## src/rtl/demux12_pkg.sv

```systemverilog
// Shared constants for the demux12 router: select encoding and default sizing.
package demux12_pkg;
    localparam logic SEL_A     = 1'b1;
    localparam logic SEL_B     = 1'b0;
    localparam int   DEF_WIDTH = 16;
    localparam int   DEF_DEPTH = 4;
endpackage

```

## src/rtl/demux12_router_if.sv

```systemverilog
// Source stream plus the two destination streams of the demux12 router.
interface demux12_router_if
    import demux12_pkg::*;
#(
    parameter int WIDTH = DEF_WIDTH,
    parameter int DEPTH = DEF_DEPTH
);
    localparam int AW = $clog2(DEPTH);

    logic [WIDTH-1:0] in_data;
    logic             in_sel;
    logic             in_valid;
    logic             in_ready;
    logic [WIDTH-1:0] a_data;
    logic             a_valid;
    logic             a_ready;
    logic [WIDTH-1:0] b_data;
    logic             b_valid;
    logic             b_ready;
    logic [AW:0]      a_count;
    logic [AW:0]      b_count;

    modport master (
        output in_data, in_sel, in_valid, a_ready, b_ready,
        input  in_ready, a_data, a_valid, b_data, b_valid, a_count, b_count
    );

    modport slave (
        input  in_data, in_sel, in_valid, a_ready, b_ready,
        output in_ready, a_data, a_valid, b_data, b_valid, a_count, b_count
    );
endinterface

```

## src/rtl/fwft_fifo.sv

```systemverilog
// First-word-fall-through FIFO: head word read straight from storage, no output register.
module fwft_fifo #(
    parameter  int WIDTH = 16,
    parameter  int DEPTH = 4,
    localparam int AW    = $clog2(DEPTH)
) (
    input  logic             clk,
    input  logic             reset,
    input  logic             push,
    input  logic [WIDTH-1:0] wdata,
    input  logic             pop,
    output logic [WIDTH-1:0] rdata,
    output logic             empty,
    output logic             full,
    output logic [AW:0]      count
);
    logic [WIDTH-1:0] mem_q [DEPTH];
    logic [AW-1:0]    wr_ptr_q, wr_ptr_d;
    logic [AW-1:0]    rd_ptr_q, rd_ptr_d;
    logic [AW:0]      count_q, count_d;
    logic             do_push, do_pop;

    assign empty   = (count_q == '0);
    assign full    = (count_q == (AW+1)'(DEPTH));
    // A full FIFO refuses a push even if a pop happens in the same cycle.
    assign do_push = push & ~full;
    assign do_pop  = pop & ~empty;
    assign rdata   = mem_q[rd_ptr_q];
    assign count   = count_q;

    always_comb begin
        wr_ptr_d = wr_ptr_q + AW'(do_push);
        rd_ptr_d = rd_ptr_q + AW'(do_pop);
        count_d  = count_q;
        case ({do_push, do_pop})
            2'b10:   count_d = count_q + 1'b1;
            2'b01:   count_d = count_q - 1'b1;
            default: count_d = count_q;
        endcase
    end

    always_ff @(posedge clk or posedge reset) begin
        if (reset) begin
            wr_ptr_q <= '0;
            rd_ptr_q <= '0;
            count_q  <= '0;
        end else begin
            wr_ptr_q <= wr_ptr_d;
            rd_ptr_q <= rd_ptr_d;
            count_q  <= count_d;
        end
    end

    always_ff @(posedge clk or posedge reset) begin
        if (reset) begin
            for (int i = 0; i < DEPTH; i++) mem_q[i] <= '0;
        end else if (do_push) begin
            mem_q[wr_ptr_q] <= wdata;
        end
    end
endmodule

```

## src/rtl/demux12_router.sv

```systemverilog
// 1-to-2 stream router with a FWFT FIFO per destination.
// Define DEMUX12_ROUTER_STATS_EN to add per-destination push totals and a stall flag.
module demux12_router
    import demux12_pkg::*;
#(
    parameter int WIDTH = DEF_WIDTH,
    parameter int DEPTH = DEF_DEPTH
) (
    input logic              clk,
    input logic              reset,
    demux12_router_if.slave  bus
`ifdef DEMUX12_ROUTER_STATS_EN
    ,
    output logic [15:0]      a_total,
    output logic [15:0]      b_total,
    output logic             drop_stall
`endif
);
    logic full_a, full_b;
    logic empty_a, empty_b;
    logic push_a, push_b;
    logic in_ready;

    // Readiness depends only on the selected FIFO's full flag, never on the consumers.
    assign in_ready     = (bus.in_sel == SEL_A) ? ~full_a : ~full_b;
    assign bus.in_ready = in_ready;
    assign push_a       = bus.in_valid & in_ready & (bus.in_sel == SEL_A);
    assign push_b       = bus.in_valid & in_ready & (bus.in_sel == SEL_B);
    assign bus.a_valid  = ~empty_a;
    assign bus.b_valid  = ~empty_b;

    fwft_fifo #(.WIDTH(WIDTH), .DEPTH(DEPTH)) u_fifo_a (
        .clk   (clk),
        .reset (reset),
        .push  (push_a),
        .wdata (bus.in_data),
        .pop   (bus.a_ready),
        .rdata (bus.a_data),
        .empty (empty_a),
        .full  (full_a),
        .count (bus.a_count)
    );

    fwft_fifo #(.WIDTH(WIDTH), .DEPTH(DEPTH)) u_fifo_b (
        .clk   (clk),
        .reset (reset),
        .push  (push_b),
        .wdata (bus.in_data),
        .pop   (bus.b_ready),
        .rdata (bus.b_data),
        .empty (empty_b),
        .full  (full_b),
        .count (bus.b_count)
    );

`ifdef DEMUX12_ROUTER_STATS_EN
    logic [15:0] a_total_q, a_total_d;
    logic [15:0] b_total_q, b_total_d;
    logic        drop_stall_q, drop_stall_d;

    always_comb begin
        a_total_d    = a_total_q + 16'(push_a);
        b_total_d    = b_total_q + 16'(push_b);
        drop_stall_d = bus.in_valid & ~in_ready;
    end

    always_ff @(posedge clk or posedge reset) begin
        if (reset) begin
            a_total_q    <= '0;
            b_total_q    <= '0;
            drop_stall_q <= 1'b0;
        end else begin
            a_total_q    <= a_total_d;
            b_total_q    <= b_total_d;
            drop_stall_q <= drop_stall_d;
        end
    end

    assign a_total    = a_total_q;
    assign b_total    = b_total_q;
    assign drop_stall = drop_stall_q;
`endif
endmodule
```

## src/flat_wrapper.sv

```systemverilog
// flat-port wrapper written by rule: the top's interface ports become plain ports
module demux12_router_flat import demux12_pkg::*;
#(
    parameter int WIDTH = DEF_WIDTH,
    parameter int DEPTH = DEF_DEPTH
)
  (clk, reset, bus_in_data, bus_in_sel, bus_in_valid, bus_a_ready, bus_b_ready, bus_in_ready, bus_a_data, bus_a_valid, bus_b_data, bus_b_valid, bus_a_count, bus_b_count);
  demux12_router_if #(.WIDTH(WIDTH), .DEPTH(DEPTH)) bus_i ();
  input logic clk;
  input logic reset;
  input wire logic [$bits(bus_i.in_data)-1:0] bus_in_data;
  input wire logic [$bits(bus_i.in_sel)-1:0] bus_in_sel;
  input wire logic [$bits(bus_i.in_valid)-1:0] bus_in_valid;
  input wire logic [$bits(bus_i.a_ready)-1:0] bus_a_ready;
  input wire logic [$bits(bus_i.b_ready)-1:0] bus_b_ready;
  output wire logic [$bits(bus_i.in_ready)-1:0] bus_in_ready;
  output wire logic [$bits(bus_i.a_data)-1:0] bus_a_data;
  output wire logic [$bits(bus_i.a_valid)-1:0] bus_a_valid;
  output wire logic [$bits(bus_i.b_data)-1:0] bus_b_data;
  output wire logic [$bits(bus_i.b_valid)-1:0] bus_b_valid;
  output wire logic [$bits(bus_i.a_count)-1:0] bus_a_count;
  output wire logic [$bits(bus_i.b_count)-1:0] bus_b_count;
  assign bus_i.in_data = bus_in_data;
  assign bus_i.in_sel = bus_in_sel;
  assign bus_i.in_valid = bus_in_valid;
  assign bus_i.a_ready = bus_a_ready;
  assign bus_i.b_ready = bus_b_ready;
  assign bus_in_ready = bus_i.in_ready;
  assign bus_a_data = bus_i.a_data;
  assign bus_a_valid = bus_i.a_valid;
  assign bus_b_data = bus_i.b_data;
  assign bus_b_valid = bus_i.b_valid;
  assign bus_a_count = bus_i.a_count;
  assign bus_b_count = bus_i.b_count;
  demux12_router #(.WIDTH(WIDTH), .DEPTH(DEPTH)) u_core (.clk(clk), .reset(reset), .bus(bus_i));
endmodule
```

## config.mk

```make
export PLATFORM = sky130hd
export DESIGN_NAME = demux12_router_flat
export DESIGN_NICKNAME = d
export VERILOG_FILES = /design/src/rtl/demux12_pkg.sv /design/src/rtl/demux12_router_if.sv /design/src/rtl/fwft_fifo.sv /design/src/rtl/demux12_router.sv /design/src/flat_wrapper.sv
export SDC_FILE = /design/constraint.sdc
export NUM_CORES = 1
export LEC_CHECK = 0
export ABC_AREA = 0
export CORE_UTILIZATION = 59
export CTS_BUF_LIST = sky130_fd_sc_hd__clkbuf_8
export CTS_CLUSTER_SIZE = 40
export DETAILED_ROUTE_END_ITERATION = 12
export PLACE_DENSITY = 0.82
export SLEW_MARGIN = 5
export SYNTH_ARGS = -nofsm -noshare
export SYNTH_HDL_FRONTEND = slang
export SYNTH_SLANG_ARGS = --single-unit
```

## constraint.sdc

```tcl
create_clock -name clk -period 6.35 [get_ports clk]
set_input_delay 1.27 -clock clk [delete_from_list [all_inputs] [get_ports clk]]
set_output_delay 1.27 -clock clk [all_outputs]
set_load 0.005 [all_outputs]
```

==> flow_metrics.env <==
export IMPL_clk_pin_slew_worst_paths_ns=0.09
export IMPL_post_cts_setup_buffer_count=0
export IMPL_swShare=0.282
export IMPL_seq_power_share=0.414
export IMPL_layout_commonest_cell="dfrtp_1"
export IMPL_grt_start_max_net_pins=101
export IMPL_status="completed"
export IMPL_dieArea_um2=11200
export IMPL_ys_warn_count=0
export IMPL_arrival_ns=2.63
export IMPL_multi_input_area_um2=2640
export IMPL_rows=37
export IMPL_n_antenna_cell=0
export IMPL_drt_wl_total_um=11900
export IMPL_syn_to_final_growth_pct=18.1
export IMPL_cts_resized=0
export IMPL_cts_tree="built"
export IMPL_max_clock_freq_mhz=256
export IMPL_cts_buffers=17
export IMPL_ys_top_cells_by_area="dfrtp_1 56%, mux2_2 21%, mux4_2 11%"
export IMPL_layout_common_cells="142 x dfrtp_1, 117 x mux2_2, 62 x clkdlybuf4s50_1"
export IMPL_via_count=3405
export IMPL_cp_start_kind="primary input"
export IMPL_syn_nets=405
export IMPL_overflow=0
export IMPL_dieHeight_um=106
export IMPL_ant_nets=0
export IMPL_tightest_slew_ns=1.09
export IMPL_drv_slew=0
export IMPL_setup_viol=0
export IMPL_drive_gt1_frac=0.453
export IMPL_crit_type="in2out"
export IMPL_syn_area_per_cell_um2=17.0
export IMPL_crit_fanout=7
export IMPL_cap_violations=0
export IMPL_ff2ff_setup_slack_ns=4.08
export IMPL_fin_ws_ns=2.45
export IMPL_post_place_ws_ns=2.45
export IMPL_clk_latency_ns=0.44
export IMPL_port_buffers=62
export IMPL_regArea_um2=3550
export IMPL_synth_cell_types=31
export IMPL_p_comb_frac=0.387
export IMPL_fin_crit_ns=3.90
export IMPL_cts_root_buf="clkbuf_8"
export IMPL_fin_crit_sh=0.614
export IMPL_fillers=685
export IMPL_dpl_hpwl_um=7500
export IMPL_synth_top_cell_by_area="dfrtp_1"
export IMPL_required_ns=5.08
export IMPL_synth_top_area_share=0.558
export IMPL_total_power_mw=4.17
export IMPL_finalClockSkew_ns=0.00961
export IMPL_slew_headroom=0.271
export IMPL_initial_core_util=0.614
export IMPL_first_iter_violations=114
export IMPL_cp_end_kind="primary output"
export IMPL_syn_inst=375
export IMPL_antenna_found_initial=0
export IMPL_track_usage=0.242
export IMPL_grt_pass1_vias=3759
export IMPL_drcViolationCount=0
export IMPL_cts_buffer_depth=2
export IMPL_drt_pass1_iterations=4
export IMPL_power_switching_mw=1.17
export IMPL_grt_pass1_wl_um=20000
export IMPL_hold_path_class="reg2reg"
export IMPL_ir_worst_vdd_v=0.000343
export IMPL_p_int_mw=2.99
export IMPL_synth_area_um2=6360
export IMPL_power_density_nw_per_um2=554
export IMPL_seq_area_frac_synth=0.558
export IMPL_wire_per_inst_um=20.2
export IMPL_clock_sinks=142
export IMPL_final_nets=470
export IMPL_core_um2=10400
export IMPL_timing_setup_tns_ns=0
export IMPL_place_congestion=0.707
export IMPL_rsz0062_at_grt="false"
export IMPL_p_leak_nw=3.22
export IMPL_clockPowerShare=0.198
export IMPL_ys_ff_latch=142
export IMPL_htreeDepth=4
export IMPL_hold_buffers=0
export IMPL_die_x_um=106
export IMPL_hold_viol_final=0
export IMPL_io_pins=63
export IMPL_viasPerCell=5.78
==> worst paths after layout <==
check / from / endpoint / depth (start not counted)
setup / recovery: bus_in_sel / bus_in_ready / 4
hold / removal: u_core.u_fifo_b.mem_q[22] / u_core.u_fifo_b.mem_q[22] / 1
setup reg to reg: u_core.u_fifo_b.count[0] / u_core.u_fifo_b.count[2] / 8
hold reg to reg: u_core.u_fifo_b.mem_q[22] / u_core.u_fifo_b.mem_q[22] / 1
max in group asynchronous: reset / u_core.u_fifo_a.mem_q[19] / 3
min in group asynchronous: reset / u_core.u_fifo_b.mem_q[26] / 2
==> per-layer routing <==
layer / vias up / wire length [um] / GRT usage
met5: - / 0 / 0
met3: 6 / 387 / 0.0643
met2: 63 / 6080 / 0.392
met1: 1825 / 5390 / 0.327
li1: 1511 / - / -
met4: 0 / 70 / 0.0625
==> stage by stage <==
step	util	std cells	hold slack, ns	instance area, um^2
final	0.725	589	0.505	7520
after global routing	0.725	589	0.517	7520
after CTS	0.725	589	0.506	7520
after detailed placement	0.681	557	0.488	7060
after global placement	0.681	557	0.482	7060
after floorplan	-	375	0.473	6360
==> cell usage after synthesis <==
cell type,instances
a21oi_1,1
and2_1,2
and4_4,1
buf_1,1
buf_12,1
buf_2,10
buf_6,4
clkbuf_1,4
dfrtp_1,142
fa_1,2
ha_1,6
inv_1,9
mux2_2,117
mux2_4,11
mux2i_1,2
mux4_2,32
nand2_2,1
nand3b_1,1
nand4_1,1
nand4_2,1
nand4b_2,2
nor2_1,5
nor2b_1,1
nor3b_4,1
nor4b_4,2
or2_2,1
or3_1,2
or3b_1,1
or4_1,1
xnor2_1,2
xor2_1,8
==> cell families after synthesis <==
| family | share of synthesized area |
|---|---|
| buf+inv | 0.0263 |
| compound gates | 0.000786 |
| simple gates | 0.0334 |
| mux | 0.349 |
| fa+ha+maj | 0.0181 |
| xor+xnor | 0.0138 |
| flops | 0.558 |
==> layout make-up <==
class | count | share of cell area
well taps | 136 | 0.0226
inverters | 9 | 0.00516
flip-flops and latches | 142 | 0.473
clock inverters | 14 | 0.0285
multi-input cells | 204 | 0.352
clock buffers | 18 | 0.0330
repair buffers | 66 | 0.0865
==> critical path, stage by stage <==
cell,delay (ns)
clkdlybuf4s50_1,0.60
nor2_1,0.09
a21oi_1,0.14
clkdlybuf4s50_1,0.52
==> flip-flops by register name (all words and copies together) (netlist names) <==
signal                    flops
u_core.u_fifo_a.mem_q        64
u_core.u_fifo_b.count         3
u_core.u_fifo_a.wr_ptr_q      2
u_core.u_fifo_a.rd_ptr_q      2
u_core.u_fifo_b.rd_ptr_q      2
u_core.u_fifo_b.mem_q        64
u_core.u_fifo_a.count         3
u_core.u_fifo_b.wr_ptr_q      2
==> power groups by stage <==
stage	Clock [mW]	Combinational (mW)	Sequential (mW)
floorplan	0	1.12	1.55
global placement	0	1.58	1.70
detailed placement	0	1.63	1.74
CTS	0.840	1.64	1.73
global route	0.888	1.73	1.80
finish	0.826	1.61	1.73
Note: power is estimated with default switching activity, not from simulation.
